===== src/rtl/ram_access_ctrl_pkg.sv =====
// ram_ctrl_pkg: shared types and widths for the data-RAM access controller.
//   owner_t     : who drives the RAM in the current cycle.
//   next_owner(): fixed-priority arbitration with a starvation override.
package ram_ctrl_pkg;

  localparam int RAM_AW  = 8;   // RAM byte address width
  localparam int RAM_DW  = 8;   // RAM read data width
  localparam int RAM_WW  = 32;  // RAM write data width
  localparam int DISP_IW = 7;   // shadow-buffer index width

  typedef enum logic [1:0] {
    OWN_IDLE = 2'd0,
    OWN_CPU  = 2'd1,
    OWN_SCAN = 2'd2
  } owner_t;

  // A starved scanner beats the CPU; otherwise the CPU has priority.
  function automatic owner_t next_owner(input logic scan_pend,
                                        input logic starved,
                                        input logic cpu_ok);
    if (scan_pend && starved) return OWN_SCAN;
    if (cpu_ok)               return OWN_CPU;
    if (scan_pend)            return OWN_SCAN;
    return OWN_IDLE;
  endfunction

endpackage


===== src/rtl/ram_access_ctrl_disp_scanner.sv =====
// disp_scanner: index counter and done pulse for the display copy.
//   i_scan_start : pulse, starts a copy when idle (or on the final byte).
//   i_grant      : the scanner owns the RAM this cycle.
//   o_busy       : copy in progress.
//   o_pend       : scanner wants the RAM at the next arbitration edge.
//   o_idx        : current byte index within the phrase.
//   o_done       : one-cycle pulse after the last byte was copied.
module disp_scanner
  import ram_ctrl_pkg::*;
#(
  parameter int DISP_LEN = 65
) (
  input  logic              clock,
  input  logic              rst_n,
  input  logic              i_scan_start,
  input  logic              i_grant,
  output logic              o_busy,
  output logic              o_pend,
  output logic [RAM_AW-1:0] o_idx,
  output logic              o_done
);

  localparam logic [RAM_AW-1:0] LAST = RAM_AW'(DISP_LEN - 1);

  logic              r_busy;
  logic              r_done;
  logic [RAM_AW-1:0] r_idx;
  logic              w_fin;

  // Final byte is being read this cycle.
  assign w_fin = r_busy & i_grant & (r_idx == LAST);

  always_ff @(posedge clock or negedge rst_n) begin
    if (!rst_n) begin
      r_busy <= 1'b0;
      r_done <= 1'b0;
      r_idx  <= '0;
    end else begin
      r_done <= w_fin;
      if (w_fin) begin
        // A start arriving with the last byte chains straight into a new copy.
        r_idx  <= '0;
        r_busy <= i_scan_start;
      end else if (!r_busy) begin
        if (i_scan_start) begin
          r_busy <= 1'b1;
          r_idx  <= '0;
        end
      end else if (i_grant) begin
        r_idx <= r_idx + 1'b1;
      end
    end
  end

  assign o_busy = r_busy;
  // The finishing copy must not win the edge that ends it.
  assign o_pend = r_busy & ~w_fin;
  assign o_idx  = r_idx;
  assign o_done = r_done;

endmodule


===== src/rtl/ram_access_ctrl.sv =====
// ram_access_ctrl: shares the single-port data RAM between the CPU
// load/store port (req/ack) and the display scanner.
//   clock, rst_n              : clock, async active-low reset
//   cpu_req/we/addr/wdata     : CPU request, held until cpu_ack
//   cpu_ack, cpu_rdata        : one-cycle ack, read byte in that cycle
//   scan_start/busy/done      : display copy control/status
//   disp_we/idx/byte          : shadow-buffer write port
//   ram_address/data/wren/q   : RAM port (q is combinational)
// Each owner holds the RAM for one cycle; outputs are muxed from the
// registered owner so the RAM read data lands in the same cycle.
module ram_access_ctrl
  import ram_ctrl_pkg::*;
#(
  parameter int DISP_BASE  = 0,
  parameter int DISP_LEN   = 65,
  parameter int STARVE_MAX = 4
) (
  input  logic               clock,
  input  logic               rst_n,
  input  logic               cpu_req,
  input  logic               cpu_we,
  input  logic [RAM_AW-1:0]  cpu_addr,
  input  logic [RAM_WW-1:0]  cpu_wdata,
  output logic               cpu_ack,
  output logic [RAM_DW-1:0]  cpu_rdata,
  input  logic               scan_start,
  output logic               scan_busy,
  output logic               scan_done,
  output logic               disp_we,
  output logic [DISP_IW-1:0] disp_idx,
  output logic [RAM_DW-1:0]  disp_byte,
  output logic [RAM_AW-1:0]  ram_address,
  output logic [RAM_WW-1:0]  ram_data,
  output logic               ram_wren,
  input  logic [RAM_DW-1:0]  ram_q
);

  localparam int                SCW  = (STARVE_MAX < 2) ? 1 : $clog2(STARVE_MAX + 1);
  localparam logic [SCW-1:0]    SMAX = SCW'(STARVE_MAX);
  localparam logic [RAM_AW-1:0] BASE = RAM_AW'(DISP_BASE);

  owner_t            r_owner;
  logic              r_cooldown;
  logic [SCW-1:0]    r_starve;
  owner_t            w_next;
  logic              w_pend;
  logic              w_busy;
  logic              w_done;
  logic [RAM_AW-1:0] w_idx;

  disp_scanner #(.DISP_LEN(DISP_LEN)) u_scan (
    .clock        (clock),
    .rst_n        (rst_n),
    .i_scan_start (scan_start),
    .i_grant      (r_owner == OWN_SCAN),
    .o_busy       (w_busy),
    .o_pend       (w_pend),
    .o_idx        (w_idx),
    .o_done       (w_done)
  );

  assign w_next = next_owner(w_pend, r_starve == SMAX, cpu_req & ~r_cooldown);

  // r_cooldown is high during the CPU grant cycle, so the edge that ends
  // it ignores the still-held req and cannot grant the same access twice.
  always_ff @(posedge clock or negedge rst_n) begin
    if (!rst_n) begin
      r_owner    <= OWN_IDLE;
      r_cooldown <= 1'b0;
      r_starve   <= '0;
    end else begin
      r_owner    <= w_next;
      r_cooldown <= (w_next == OWN_CPU);
      if (!w_pend || w_next == OWN_SCAN)
        r_starve <= '0;
      else if (r_starve != SMAX)
        r_starve <= r_starve + 1'b1;
    end
  end

  always_comb begin
    ram_address = '0;
    ram_data    = '0;
    ram_wren    = 1'b0;
    cpu_ack     = 1'b0;
    cpu_rdata   = '0;
    disp_we     = 1'b0;
    disp_idx    = '0;
    disp_byte   = '0;
    case (r_owner)
      OWN_CPU: begin
        ram_address = cpu_addr;
        ram_data    = cpu_wdata;
        ram_wren    = cpu_we;
        cpu_ack     = 1'b1;
        cpu_rdata   = ram_q;
      end
      OWN_SCAN: begin
        ram_address = BASE + w_idx;  // wraps modulo 256
        disp_we     = 1'b1;
        disp_idx    = w_idx[DISP_IW-1:0];
        disp_byte   = ram_q;
      end
      default: ;
    endcase
  end

  assign scan_busy = w_busy;
  assign scan_done = w_done;

endmodule


===== config.mk =====
export PLATFORM = sky130hd
export DESIGN_NAME = ram_access_ctrl
export DESIGN_NICKNAME = d
export VERILOG_FILES = /design/src/rtl/ram_access_ctrl_pkg.sv /design/src/rtl/ram_access_ctrl_disp_scanner.sv /design/src/rtl/ram_access_ctrl.sv
export SDC_FILE = /design/constraint.sdc
export NUM_CORES = 1
export LEC_CHECK = 0
export CAP_MARGIN = 20
export CORE_UTILIZATION = 50
export DETAILED_ROUTE_END_ITERATION = 8
export DONT_BUFFER_PORTS = 1
export GPL_TIMING_DRIVEN = 0
export SLEW_MARGIN = 25
export SYNTH_ARGS = -nofsm -noshare
export SYNTH_HDL_FRONTEND = slang
export SYNTH_SLANG_ARGS = --single-unit
export TNS_END_PERCENT = 1

===== constraint.sdc =====
create_clock -name clock -period 2.7 [get_ports clock]
set_clock_uncertainty 0.2 [all_clocks]
set_input_delay 0.54 -clock clock [delete_from_list [all_inputs] [get_ports clock]]
set_output_delay 0.54 -clock clock [all_outputs]
set_load 0.05 [all_outputs]

## Word-level counts from Yosys, hierarchy flattened

Cells that the tools add are included.
W data, S select, Z words.

| word-level totals | value |
|---|---|
| register bits | 16 |
| output and inout port bits | 68 |
| input port bits | 53 |

| cells by class | value |
|---|---|
| mux-type cells | 29 |
| bitwise gates (word level) | 6 |
| add/sub/neg operators | 2 |
| eq/ne operators | 8 |
| reductions and logical operators | 6 |

Operators with widths:

| operator | count |
|---|---|
| $mux W8 | 6 |
| $mux W32 | 1 |
| $pmux W8 S2 | 1 |
| $mux W1 | 12 |
| $mux W2 | 6 |
| $add A8 B1 Y8 const B | 1 |
| $eq A8 B7 Y1 const B | 1 |
| $mux W7 | 1 |
| $mux W3 | 2 |
| $and A1 B1 Y1 | 4 |
| $eq A2 B1 Y1 const B | 2 |
| $eq A2 B2 Y1 const B | 2 |
| $add A3 B1 Y3 const B | 1 |
| $eq A3 B3 Y1 const B | 1 |
| $ne A3 B2 Y1 const B | 1 |
| $ne A3 B3 Y1 const B | 1 |
| $reduce_bool A3 Y1 | 1 |
| $not A1 Y1 | 2 |
| $reduce_and A2 Y1 | 1 |
| $reduce_bool A2 Y1 | 1 |
| $logic_and A1 B1 Y1 | 1 |
| $logic_not A1 Y1 | 1 |
| $logic_or A1 B1 Y1 | 1 |

## Longest topological paths before layout

| depth | value |
|---|---|
| depth after elaboration | 16 |
| gate-level depth with buffers | 6 |
| gate-level depth less buffers | 6 |

## Hierarchy

From an unflattened synthesis, not the netlist that was laid out.

| second synthesis, totals | value |
|---|---|
| cell total of the unflattened synthesis | 160 |
| area total of the unflattened synthesis | 1360.1 sq um |

By module, submodules not included:

| module | instances | cells each | seq. area each (sq um) | area each (sq um) |
|---|---|---|---|---|
| ram_access_ctrl | 1 | 105 | 150.1 | 800.8 |
| disp_scanner | 1 | 55 | 250.2 | 559.3 |

## Worst setup path after synthesis

Ideal clock, no wire load.

| path | value |
|---|---|
| path type | register to output |
| from | register r_owner[0] |
| to | output port ram_address[1] |
| arrival | 2612 ps |
| buffers on the path | 0 |
| required time | 1960 ps |
| setup slack | -652 ps |
| cell stages (with the launch flop) | 7 |
| cell sequence | dfrtp_1 inv_1 ha_1 inv_1 nor2_1 a21oi_1 nor2_1 |

| on the way | value |
|---|---|
| word-level cells in the longest chain between the ends | 2 |
| elaborated cells on any way between the ends | 3 |

Ends and longest elaborated chain:

| what | line | source |
|---|---|---|
| start, declared | ram_access_ctrl.sv:42 | `owner_t r_owner;` |
| start signal, assigned | ram_access_ctrl.sv:72 | `r_owner <= w_next;` |
| $eq A2 B2 Y1 or $eq A2 B1 Y1 (tied branches) | ram_access_ctrl.sv:90 | `case (r_owner)` |
| $pmux W8 S2 * | ram_access_ctrl.sv:90 |  |
| end, declared | ram_access_ctrl.sv:32 | `output logic [RAM_AW-1:0] ram_address,` |

Every way passes the cells marked *; elsewhere a longest branch is shown, timed or not.

## Worst setup path in the final report

| path | value |
|---|---|
| from | register r_owner[0] |
| to | output port ram_address[0] |

The elaborated chain is that of the path after synthesis.

==> impl_metrics.json <==
{
  "synth_area_mm2": 0.00125,
  "clock-sinks": 16,
  "min_path_cells": 2,
  "arrival_ps": 2020,
  "cts_tree": "yes",
  "design_area_mm2": 0.00150,
  "num_antenna_cells": 0,
  "syn_avg_cell_area_um2": 7.97,
  "cp-end-kind": "output pin",
  "pre_cts_ws_ps": -235,
  "ff_latch_area_um2": 400,
  "path_buf_inv": 2,
  "cts_max_level": 1,
  "coreArea_mm2": 0.00228,
  "rsz0062_at_grt": "yes",
  "slew_headroom_pct": 37.9,
  "clock_path_buffers": 2,
  "ios": 121,
  "total_power_w": 0.00107,
  "synth_seq_cells": 16,
  "drt-total-wl_mm": 3.71,
  "hold_class": "input pin to flop",
  "slowest_stage": "dfrtp_1",
  "layout-drive-gt1-share_pct": 27.9,
  "placed_cell_area_mm2": 0.00131,
  "cp_top_family": "simple AND/OR/NAND/NOR gates",
  "cp.depth": 6,
  "setup_viol": 3,
  "fin_crit_sh_pct": 102,
  "crit_type": "flop to output pin",
  "fin_hold_ws_ps": 157,
  "die_area_mm2": 0.00271,
  "cpMostUsedCell": "nor2_4",
  "setup.worst_path.start_class": "flop",
  "fillers": 199,
  "p_leak_nw": 0.662,
  "synth_nets": 216,
  "synth.area.top_cells": "dfrtp_1 (32%), and2_1 (26%), ha_1 (6.0%)",
  "peakVddDrop_mv": 0.589,
  "first_pass_iters": 4,
  "violations": "negative setup slack",
  "period_minus_slack_ps": 2760,
  "grt_max_degree": 17,
  "hold_viol": 0,
  "yosys.cell_types.count": 27,
  "layout.nets": 225,
  "postSynthCellCount": 157,
  "grt_overflow": 0,
  "cp_slowest_stage_delay_ps": 400,
  "row_count": 17,
  "r2r_cells": 6,
  "required_ps": 1960,
  "grt_usage_pct": 26.2,
  "yosysTopAreaCellShare_pct": 32.0,
  "antenna_found_initial": 0,
  "multi_input_area_um2": 927,
  "yosys.area.top_type": "dfrtp_1",
  "wire_per_inst_um": 19.2,
  "die_y_um": 52.0,
  "grt_pass1_wl_mm": 4.95,
  "cp_max_fo": 7,
  "die_w_um": 52.0,
  "synth_seq_area_share_pct": 32.0,
  "port-buffer-count": 0,
  "slew_violations": 0,
  "area_growth_pct": 19.6,
  "setup_ws_ps": -56.5,
  "place.gp.congestion": 0.908,
  "max_cap_violations": 0,
  "ant_nets": 0,
  "fmax_ghz": 0.363,
  "synth_warnings": 0,
  "clkSlewWorstSetupHoldPaths_ps": 100,
  "clock_latency_ps": 290,
  "hpwl_mm": 2.96,
  "cts-root-buf": "clkbuf_4",
  "cp_cell_sequence": "inv_2, ha_4, clkinvlp_4, nor2_4, a21oi_2, nor2_4",
  "worst_pin_slew_ps": 931,
  "first_global_vias": 984,
  "start_util_pct": 55.0,
  "power.density_mw_per_mm2": 715,
  "vias_per_cell": 5.90,
  "drt_iter0_drc": 46,
  "cts_buffers": 3,
  "drc": 0,
  "vias": 1139,
  "status": "complete, but fails checks"
}
worst paths after layout:
| check | slack [ps] | end | startpoint |
|---|---|---|---|
| max | -60 | ram_address[0] | r_owner[0] |
| min reg2reg | 360 | r_cooldown | r_starve[2] |
| min in group asynchronous | 540 | r_cooldown | rst_n |
| max reg2reg | 780 | u_scan.o_idx[3] | u_scan.o_idx[0] |
| min | 160 | u_scan.o_busy | scan_start |
| max in group asynchronous | 1300 | u_scan.o_idx[7] | rst_n |
through the flow:
step / TNS (ps) / utilization (%) / std cells
floorplan: -82.0 / - / 157
global placement: -2210 / 57.7 / 185
detailed placement: -3100 / 57.7 / 185
CTS: -267 / 64.0 / 190
global route: -444 / 65.8 / 193
finish: -132 / 65.8 / 193
cell usage after synthesis:
library cell / n
a21o_1: 1
nor4b_4: 1
nand2_1: 6
and2_1: 53
a21oi_1: 10
a31oi_1: 4
nand4_1: 3
nor3b_2: 1
nor3_1: 2
o21a_1: 1
nor2_1: 18
and4_2: 1
nand2b_1: 1
xor2_1: 5
clkbuf_1: 6
buf_1: 1
mux2_2: 1
dfrtp_1: 16
a22oi_1: 1
nand3_1: 1
and2_2: 1
and3_1: 4
o22ai_1: 1
o21ai_0: 2
inv_1: 9
ha_1: 6
nand2_2: 1
per-layer routing:
layer  part of all wire, %  track usage (%)
met1                    43             35.4
met2                    50             42.9
met4                  0.48             8.11
met3                   7.2             3.51
met5                     0                0
sequential cells by signal, summed over array words and instances (netlist names):
name / count
u_scan.o_busy: 1
r_cooldown: 1
u_scan.o_idx: 8
r_starve: 3
u_scan.o_done: 1
r_owner: 2
cells by family (layout without fill, tap and decap cells):
logic type,Yosys count,count (layout),synth area share (%)
and+or+nand+nor,93,93,43.7
xor gates and xnor gates,5,5,3.50
adders and majority gates,6,6,6.00
DFF,16,16,32.0
AOI/OAI and AO/OA,20,20,9.10
muxes,1,1,0.900
buffers and inverters,16,24,4.80
report_power, final:
part | switching, W | internal [W] | leakage [nW]
Clock | 0.0000762 | 0.0000821 | 0.0210
Sequential | 0.0000792 | 0.000288 | 0.200
Combinational | 0.000411 | 0.000134 | 0.441
area by class of cell:
| class | instances | area share [%] |
|---|---|---|
| flip-flops and latches | 16 | 26.8 |
| clock buffers | 4 | 2.42 |
| well taps | 28 | 2.34 |
| repair buffers | 4 | 2.01 |
| plain buffers | 7 | 2.01 |
| inverters | 9 | 2.51 |
| multi-input cells | 125 | 62.0 |
what timing repair did:
item,4_1_cts,5_1_grt
setup buffers,0,3
setup endpoints to repair,58,48
hold endpoints to repair,16,0
cloned,0,0
pin swaps,2,2
gates resized for setup,41,5
hold buffers,1,0
placed cells by master (no fill, tap or decap):
| master | instances |
|---|---|
| a21o_1 | 1 |
| a21oi_1 | 9 |
| a21oi_2 | 1 |
| a22oi_1 | 1 |
| a31oi_1 | 4 |
| and2_1 | 38 |
| and2_2 | 5 |
| and2_4 | 11 |
| and3_1 | 4 |
| and4_2 | 1 |
| buf_1 | 1 |
| buf_4 | 2 |
| clkbuf_1 | 3 |
| clkbuf_2 | 4 |
| clkbuf_4 | 3 |
| clkbuf_8 | 1 |
| clkinvlp_4 | 1 |
| dfrtp_1 | 16 |
| dlygate4sd3_1 | 1 |
| ha_1 | 4 |
| ha_4 | 2 |
| inv_1 | 7 |
| inv_2 | 1 |
| mux2_2 | 1 |
| nand2_1 | 6 |
| nand2_2 | 1 |
| nand2b_1 | 1 |
| nand3_1 | 1 |
| nand4_1 | 3 |
| nor2_1 | 8 |
| nor2_4 | 10 |
| nor3_1 | 2 |
| nor3b_2 | 1 |
| nor4b_4 | 1 |
| o21a_1 | 1 |
| o21ai_0 | 2 |
| o22ai_1 | 1 |
| xor2_1 | 5 |
(Power assumes the default switching activity.)
